<file path="src/rtl/vdp_copper_defs.sv">
// vdp_copper_defs: opcodes, FSM states and command field positions shared by the copper.
package vdp_copper_defs;
    localparam logic [1:0] COP_OP_WAIT_Y = 2'b00;
    localparam logic [1:0] COP_OP_WAIT_X = 2'b01;
    localparam logic [1:0] COP_OP_WRITE  = 2'b10;
    localparam logic [1:0] COP_OP_HALT   = 2'b11;
    localparam int OP_HI       = 15;
    localparam int OP_LO       = 14;
    localparam int CNT_HI      = 12;
    localparam int CNT_LO      = 8;
    localparam int AUTOINC_BIT = 7;
    localparam int REG_HI      = 4;
    localparam int REG_LO      = 0;
    localparam int WAIT_Y_HI   = 9;
    localparam int WAIT_X_HI   = 10;
    typedef enum logic [2:0] {
        ST_IDLE, ST_FETCH, ST_DECODE, ST_WAIT_Y, ST_WAIT_X, ST_DATA_FETCH, ST_DATA_ISSUE, ST_HALTED
    } cop_state_e;
endpackage

</file>
<file path="src/rtl/vdp_copper.sv">
// vdp_copper: raster-synchronised command processor that fetches a per-frame list from
// copper RAM and issues timed VDP register writes.
module vdp_copper
    import vdp_copper_defs::*;
#(
    parameter int RAM_ADDRESS_WIDTH = 11,
    parameter int RASTER_X_WIDTH    = 11,
    parameter int RASTER_Y_WIDTH    = 10
) (
    input  logic                         clk,
    input  logic                         reset,
    input  logic                         enable,
    input  logic                         frame_start,
    input  logic [RASTER_X_WIDTH-1:0]    raster_x,
    input  logic [RASTER_Y_WIDTH-1:0]    raster_y,
    output logic [RAM_ADDRESS_WIDTH-1:0] ram_read_address,
    input  logic [15:0]                  ram_read_data,
    output logic                         cop_write_en,
    output logic [4:0]                   cop_write_address,
    output logic [15:0]                  cop_write_data,
    output logic                         halted
);
    cop_state_e state_q, state_d;
    logic [RAM_ADDRESS_WIDTH-1:0] pc_q, pc_d;
    logic [4:0]  cnt_q, cnt_d, addr_q, addr_d, wa_q, wa_d;
    logic        inc_q, inc_d, we_q, we_d, halted_q, halted_d;
    logic [10:0] wait_q, wait_d;
    logic [15:0] wd_q, wd_d;
    logic [1:0]  op;
    logic        x_ok, y_ok, unused_bit;

    assign op = ram_read_data[OP_HI:OP_LO];
    assign unused_bit = ram_read_data[13];
    // The wait operand is latched at decode because the RAM output moves on once pc advances.
    assign x_ok = 32'(raster_x) >= 32'(wait_q);
    assign y_ok = 32'(raster_y) >= 32'(wait_q);
    assign ram_read_address  = pc_q;
    assign cop_write_en      = we_q;
    assign cop_write_address = wa_q;
    assign cop_write_data    = wd_q;
    assign halted            = halted_q;

    always_comb begin
        state_d  = state_q;
        pc_d     = pc_q;
        cnt_d    = cnt_q;
        addr_d   = addr_q;
        inc_d    = inc_q;
        wait_d   = wait_q;
        we_d     = state_q == ST_DATA_ISSUE;
        wa_d     = we_d ? addr_q : wa_q;
        wd_d     = we_d ? ram_read_data : wd_q;
        halted_d = state_q == ST_IDLE || state_q == ST_HALTED;
        case (state_q)
            ST_FETCH:      state_d = ST_DECODE;
            ST_DECODE: begin
                pc_d    = pc_q + 1'b1;
                cnt_d   = ram_read_data[CNT_HI:CNT_LO];
                addr_d  = ram_read_data[REG_HI:REG_LO];
                inc_d   = ram_read_data[AUTOINC_BIT];
                wait_d  = op == COP_OP_WAIT_Y ? {1'b0, ram_read_data[WAIT_Y_HI:0]} : ram_read_data[WAIT_X_HI:0];
                state_d = op == COP_OP_HALT ? ST_HALTED : op == COP_OP_WRITE ? ST_DATA_FETCH :
                          op == COP_OP_WAIT_X ? ST_WAIT_X : ST_WAIT_Y;
            end
            ST_WAIT_Y:     state_d = y_ok ? ST_FETCH : ST_WAIT_Y;
            ST_WAIT_X:     state_d = x_ok ? ST_FETCH : ST_WAIT_X;
            ST_DATA_FETCH: state_d = ST_DATA_ISSUE;
            ST_DATA_ISSUE: begin
                pc_d    = pc_q + 1'b1;
                addr_d  = inc_q ? addr_q + 5'd1 : addr_q;
                cnt_d   = cnt_q == 5'd0 ? cnt_q : cnt_q - 5'd1;
                state_d = cnt_q == 5'd0 ? ST_FETCH : ST_DATA_FETCH;
            end
            default:       state_d = state_q;
        endcase
        if (frame_start) begin
            pc_d    = '0;
            state_d = ST_FETCH;
        end
        if (!enable) begin
            pc_d    = pc_q;
            state_d = ST_IDLE;
        end
    end

    always_ff @(posedge clk) begin
        if (reset) begin
            state_q  <= ST_IDLE;
            pc_q     <= '0;
            cnt_q    <= '0;
            addr_q   <= '0;
            inc_q    <= 1'b0;
            wait_q   <= '0;
            we_q     <= 1'b0;
            wa_q     <= '0;
            wd_q     <= '0;
            halted_q <= 1'b1;
        end else begin
            state_q  <= state_d;
            pc_q     <= pc_d;
            cnt_q    <= cnt_d;
            addr_q   <= addr_d;
            inc_q    <= inc_d;
            wait_q   <= wait_d;
            we_q     <= we_d;
            wa_q     <= wa_d;
            wd_q     <= wd_d;
            halted_q <= halted_d;
        end
    end
endmodule

</file>
<file path="config.mk">
export PLATFORM = sky130hd
export DESIGN_NAME = vdp_copper
export DESIGN_NICKNAME = d
export VERILOG_FILES = /design/src/rtl/vdp_copper_defs.sv /design/src/rtl/vdp_copper.sv
export SDC_FILE = /design/constraint.sdc
export NUM_CORES = 1
export LEC_CHECK = 0
export ABC_AREA = 1
export BUFFER_PORTS_ARGS = -buffer_cell sky130_fd_sc_hd__buf_2
export CORE_MARGIN = 2
export CORE_UTILIZATION = 35
export CTS_CLUSTER_SIZE = 10
export DETAILED_ROUTE_END_ITERATION = 10
export SLEW_MARGIN = 5
export SYNTH_ARGS = -nofsm -noshare
export SYNTH_HDL_FRONTEND = slang
export SYNTH_SLANG_ARGS = --single-unit
export TNS_END_PERCENT = 5
</file>
<file path="constraint.sdc">
create_clock -name clk -period 1.5 [get_ports clk]
set_input_delay 0.15 -clock clk [delete_from_list [all_inputs] [get_ports clk]]
set_output_delay 0.15 -clock clk [all_outputs]
set_load 0.1 [all_outputs]
</file>
## Word level (Yosys, flattened, before mapping)

Index checks and enable logic that the tools add are counted.

- Word-level logic and storage cells: 58
- Output and inout port bits: 34
- Register bits after elaboration: 59
- Input bits: 41

- Bitwise gates (word level): 1
- Equality and inequality tests: 12
- Muxes and demuxes: 15
- Reductions and logical operators: 14
- Order comparisons: 2
- $add $sub $neg: 3

Operator list:

| cell | number |
|---|---|
| 11-bit 2-to-1 mux | 3 |
| 5-bit case mux with 2 select lines | 2 |
| 3-bit case mux with 6 select lines | 1 |
| 3-bit 2-to-1 mux | 5 |
| 3-bit == test, second input constant | 4 |
| 11-bit by 1-bit adder with 11-bit output, second input constant | 1 |
| 10-bit by 11-bit greater-or-equal comparator with 1-bit output | 1 |
| 11-bit greater-or-equal comparator | 1 |
| 5-bit 2-to-1 mux | 2 |
| 7-bit nonzero test | 1 |
| 3-bit by 2-bit == test with 1-bit output, second input constant | 2 |
| 2-bit AND reduction | 3 |
| 6-bit nonzero test | 1 |
| 5-bit by 1-bit adder with 5-bit output, second input constant | 1 |
| 5-bit logical NOT | 1 |
| 5-bit by 1-bit subtractor with 5-bit output, second input constant | 1 |
| 2-bit == test, second input constant | 2 |
| 2-bit inequality test, second input constant | 2 |
| 2-bit nonzero test | 2 |
| 2-bit OR reduction | 2 |
| 3-bit by 1-bit == test with 1-bit output, second input constant | 1 |
| 3-bit logical NOT | 1 |
| 3-bit OR reduction | 1 |
| 2-bit by 1-bit == test with 1-bit output, second input constant | 1 |
| 5 further kinds | 5 |

## Logic depth before layout (Yosys ltp)

- Word-level depth: 6
- Depth in mapped cells: 11
- Mapped depth without buffers: 11

## Worst setup path after synthesis

Ideal clock, no wire load.

- Path type: register to register
- Start point: register pc_q[1] (netlist: ram_read_address[1])
- End point: register pc_q[8] (netlist: ram_read_address[8])
- Data arrival time: 1.948 ns
- Path buffers: 0
- Stages on the path, launching flop included: 8
- Path slack: -0.515 ns
- Required time: 1.433 ns
- Clock period less this slack: 2.015 ns
- Setup time: 0.067 ns
- Cell sequence: dfxtp_1 > ha_1 > nand3_1 > nor2_2 > nand3_1 > nor2_1 > nor2_1 > nor2_1

- Cells in the longest elaborated chain, start to end: 3

RTL lines:

| what | line | text |
|---|---|---|
| from (decl) | vdp_copper.sv:24 | `logic [RAM_ADDRESS_WIDTH-1:0] pc_q, pc_d;` |
| from (signal assigned) | vdp_copper.sv:100 | `pc_q <= pc_d;` |
| 11-bit by 1-bit adder with 11-bit output | vdp_copper.sv:57, vdp_copper.sv:69 |  |
| 11-bit 2-to-1 mux | -- |  |
| 11-bit 2-to-1 mux | vdp_copper.sv:76 | `if (frame_start) begin` |

Every way passes these cells. The select of a mux whose other input is x is not followed.
A chain may end at the register's enable or synchronous reset.

## Final worst setup path

- Start point: register wait_q[10]
- End point: register state_q[0]

- Cells in the longest elaborated chain, start to end: 4

RTL lines:

| what | line | text |
|---|---|---|
| from (decl) | vdp_copper.sv:27 | `logic [10:0] wait_q, wait_d;` |
| from (signal assigned) | vdp_copper.sv:104 | `wait_q <= wait_d;` |
| 11-bit greater-or-equal comparator | vdp_copper.sv:35 | `assign x_ok = 32'(raster_x) >= 32'(wait_q);` |
| 3-bit 2-to-1 mux | vdp_copper.sv:66 | `ST_WAIT_X: state_d = x_ok ? ST_FETCH : ST_WAIT_X;` |
| 3-bit case mux with 6 select lines | vdp_copper.sv:54 | `case (state_q)` |
| 1-bit 2-to-1 mux | vdp_copper.sv:76 |  |
| to (signal assigned) | vdp_copper.sv:99 | `state_q <= state_d;` |
| to (decl) | vdp_copper.sv:23 | `cop_state_e state_q, state_d;` |

Every way passes these cells.

==> impl_metrics.csv <==
group,metric,value,unit
sta,hold_viol_final,0,
route,drt_iter0_markers,92,
floorplanning,dieHeight,98.4,um
worst_setup_path,timing.setup.critical_path_class,"flip-flop to flip-flop",
synthesis,synth_compound_gate_area_share,18.2,%
floorplanning,core,0.00868,mm^2
place,hpwlAfterDp,5.95,mm
worst_hold_path,worst_hold_startpoint,"ram_read_data[13]",
clock_network,postCtsSetupRepairBufs,0,
route,met3RoutedLength,257,um
grt,globalRouteTotalUtil,16.2,%
route,avgRoutedWirePerCell,12.2,um
route,drtPass1Iterations,4,
synthesis,postSynth.topFlopCell,"sky130_fd_sc_hd__dfxtp_1",
worst_hold_path,holdPathStages,3,
route,route.detailed.vias_per_inst,4.71,
synthesis,synth.largest_area_cell,"sky130_fd_sc_hd__dfxtp_1",
route,maxUsedRoutingLayer,"met4",
worst_setup_path,setup.reg_to_reg.worst_slack,0.06,ns
synthesis,yosys_warnings,0,
cells_and_area,final-seq-area,0.00118,mm^2
route,met2WireLength,3.74,mm
route,drt_drc_violations_left,0,
grt,grt_start_max_net_pins,25,
sta,setup_tns,0,ns
sta,timing.final.setup_violations,0,
cells_and_area,fillCellCount,937,
synthesis,netlist_top_cells_area,"sky130_fd_sc_hd__dfxtp_1 (37%), sky130_fd_sc_hd__ha_1 (11%), sky130_fd_sc_hd__nand2_1 (9.0%), sky130_fd_sc_hd__nor2_1 (8.4%), sky130_fd_sc_hd__o21ai_0 (7.7%)",
grt,grt_overflow,0,
clock_network,cts_sinks,58,
sta,final_critical_path_required_period,1.44,ns
worst_setup_path,critPathSlowestCell,"sky130_fd_sc_hd__dfxtp_2",
cells_and_area,drive_gt1_share,26.4,%
synthesis,netlist_instances,437,
place,numPortBuffers,74,
synthesis,yosysSeqAreaShare,37.2,%
synthesis,synth_top_family_by_area,"simple AND/OR/NAND/NOR gates",
floorplanning,floorplan.io_pins,75,
floorplanning,row_count,34,
worst_setup_path,worstPathBufferInverterCount,1,
route,wl,7.77,mm
cells_and_area,final_core_util,45.5,%
worst_setup_path,cp-end-kind,"flip-flop",
synthesis,yosysTopAreaCellShare,37.2,%
cells_and_area,fin_area,0.00395,mm^2
synthesis,post_synth_xor_area_fraction,0.842,%
synthesis,ys_ff_latch,58,
worst_setup_path,arrival_time_of_data_at_the_critical_path_endpoint,1.71,ns
route,vias,2986,
floorplanning,dieWidth,98.4,um
clock_network,cts.reportedPaths.clkPinSlew,0.06,ns
place,placement.cell_area,0.00368,mm^2
sta,fmax,694,MHz
clock_network,clock_tree_from_tritoncts,"built",
clock_network,cts-buffers-inserted,9,
worst_setup_path,type_of_origin_of_the_critical_path,"flip-flop",
worst_setup_path,worstPathRequired,1.77,ns
floorplanning,floorplan.die_area,0.00969,mm^2
sta,unrepaired_setup_endpoints_after_global_routing,"yes",
clock_network,h-tree-depth,3,
sta,slew_headroom,67.1,%
synthesis,synth_area,0.00312,mm^2
synthesis,postSynthNetCount,505,
cells_and_area,layout.nets,589,
synthesis,synthSimpleGateAreaFrac,24.6,%
clock_network,clock_tree.buffer_depth,2,
worst_setup_path,worst_path_most_repeated_cell,"sky130_fd_sc_hd__nand2_1",
worst_setup_path,slowest_delay,0.34,ns
synthesis,synthArstFlopShare,0,%
synthesis,synth.distinct_cells,35,
sta,final_min_period_over_clock_period,96.0,%
synthesis,synth_adder_area_share,10.8,%
route,routedLengthMet1,3.67,mm
worst_hold_path,worst_hold_path.endpoint,"cop_write_data[13]$_SDFFE_PP0P_",
power_and_ir_drop,cellLeakagePower,1.88,nW
power_and_ir_drop,areal_power_density_over_the_cells,890,mW/mm^2
place,place.gp.congestion,0.946,
run,count_of_max_cap_constraint_violations,0,
grt,first_global_vias,2802,
cells_and_area,area.growth.synth_to_final,26.5,%
clock_network,worst_skew_pair.late_latency,0.33,ns
cells_and_area,multiInputGateArea,0.00173,mm^2
sta,tightestPinTransition,0.497,ns
worst_hold_path,holdCritPathClass,"input port to flip-flop",
clock_network,ctsRootBufferMaster,"sky130_fd_sc_hd__clkbuf_8",
worst_setup_path,crit_path_max_fanout,3,
sta,timing.clock.skew,0.00932,ns
cells_and_area,antennaDiodeCount,0,
grt,first_pass_grt_wire_length,12.7,mm
worst_setup_path,regToRegStartpoint,"wait_q[10]$_SDFFE_PP0P_",
synthesis,synth-edff-count,0,
grt,antenna_found_initial,0,
route,drtAntennaViolNets,0,
worst_setup_path,timing.reg2reg.worst_path_depth,10,
floorplanning,floorplan.initialDensity,36.0,%
sta,slew_viol_final,0,
worst_setup_path,cpLargestDelayFamily,"simple AND/OR/NAND/NOR gates",
sta,post-route-worst-setup-slack,0.0595,ns
power_and_ir_drop,power.ir.vdd_worst,0.394,mV
place,post_placement_worst_setup_slack,0.0117,ns
synthesis,muxShareOfSynthArea,0,%
synthesis,post_synth.cell_area_avg,7.14,um^2
worst_setup_path,path_cells,"inv_1 > ha_4 > nand2_1 > nor2_2 > nand2_1 > nor2_2 > nor2_2 > nand2_1 > nand2_1 > a21oi_2",
worst_setup_path,capture_instance_of_the_worst_register_to_register_path,"state_q[0]$_SDFFE_PP0P_",
run_status,run_status,"complete, no violations",
[worst max-delay path by stage]
stage	from	to	slack, ns	cells past startpoint
3_5_place_dp	wait_q[10]$_SDFFE_PP0P_	state_q[0]$_SDFFE_PP0P_	0.01	10
2_1_floorplan	ram_read_address[8]$_SDFFE_PP0P_	ram_read_address[10]$_SDFFE_PP0P_	-0.09	5
3_3_place_gp	wait_q[10]$_SDFFE_PP0P_	state_q[0]$_SDFFE_PP0P_	0.06	10
4_1_cts	wait_q[10]$_SDFFE_PP0P_	state_q[0]$_SDFFE_PP0P_	0.04	10
6_report	wait_q[10]$_SDFFE_PP0P_	state_q[0]$_SDFFE_PP0P_	0.06	10
5_1_grt	wait_q[10]$_SDFFE_PP0P_	state_q[0]$_SDFFE_PP0P_	-0.04	10
[cell usage in the layout, fill, tap and decap left out, drive strengths merged, types with 4 or more instances in the layout]
master and count:
a21oi 39, buf 86, clkbuf 13, dfxtp 58
ha 27, inv 53, nand2 79, nand3 17
nand4 4, nor2 74, nor3 4, o21ai 52
[per-layer routing]
layer	up-vias	global-route usage, %
met5	-	0
met3	9	2.98
li1	1595	-
met1	1341	20.4
met2	41	27.5
met4	0	6.43
[what timing repair did]
action,in CTS,in global routing
hold buffers,0,0
setup endpoints to repair,1,13
cloned,0,0
hold endpoints to repair,0,0
resized for setup,1,11
[kinds of logic (layout without fill, tap and decap cells)]
kind of cell,after synthesis,in the layout
adder cells (fa/ha/maj),27,27
XOR/XNOR,3,3
flip-flops,58,58
buffers and inverters,66,155
AO/OA/AOI/OAI,102,102
AND/OR/NAND/NOR,181,181
[cell type report]
cell class	count	share of cell area [%]
Inverter	53	5.10
Sequential cell	58	29.9
Clock inverter	3	1.08
Multi-Input combinational cell	313	43.7
Tap cell	108	3.42
Timing Repair Buffer	86	12.0
Clock buffer	13	4.82
[power breakdown]
part | internal [W] | switching (W) | leakage, nW | total [W]
combinational | 0.000129 | 0.000199 | 1.29 | 0.000328
sequential | 0.00155 | 0.00000943 | 0.473 | 0.00156
clock | 0.00100 | 0.000623 | 0.117 | 0.00162
total | 0.00268 | 0.000831 | 1.88 | 0.00351
[tightest hold or removal path: stages]
cell,delay [ns]
sky130_fd_sc_hd__buf_2,0.08
sky130_fd_sc_hd__nor2_1,0.03
sky130_fd_sc_hd__nor2_1,0.08
[flip-flops by register name (all words and copies together) (netlist names)]
name	cells
addr_q	5
cnt_q	5
cop_write_address	5
cop_write_data	16
cop_write_en	1
halted	1
ram_read_address	11
state_q	3
wait_q	11
[metrics by stage]
stage,cells,hold slack [ns],total power (W)
6_report,634,0.0451,0.00351
2_1_floorplan,437,0.285,0.00179
3_5_place_dp,618,0.384,0.00192
3_3_place_gp,618,0.388,0.00191
4_1_cts,634,0.0343,0.00355
5_1_grt,634,0.0693,0.00365
[cells in the mapped netlist, drive strengths merged (4+ instances only)]
cell type  instances
nand2             79
nor2              74
dfxtp             58
inv               53
o21ai             52
a21oi             39
ha                27
nand3             17
buf                8
clkbuf             5
nand4              4
nor3               4
No activity file was read; power rests on OpenSTA's default activity.
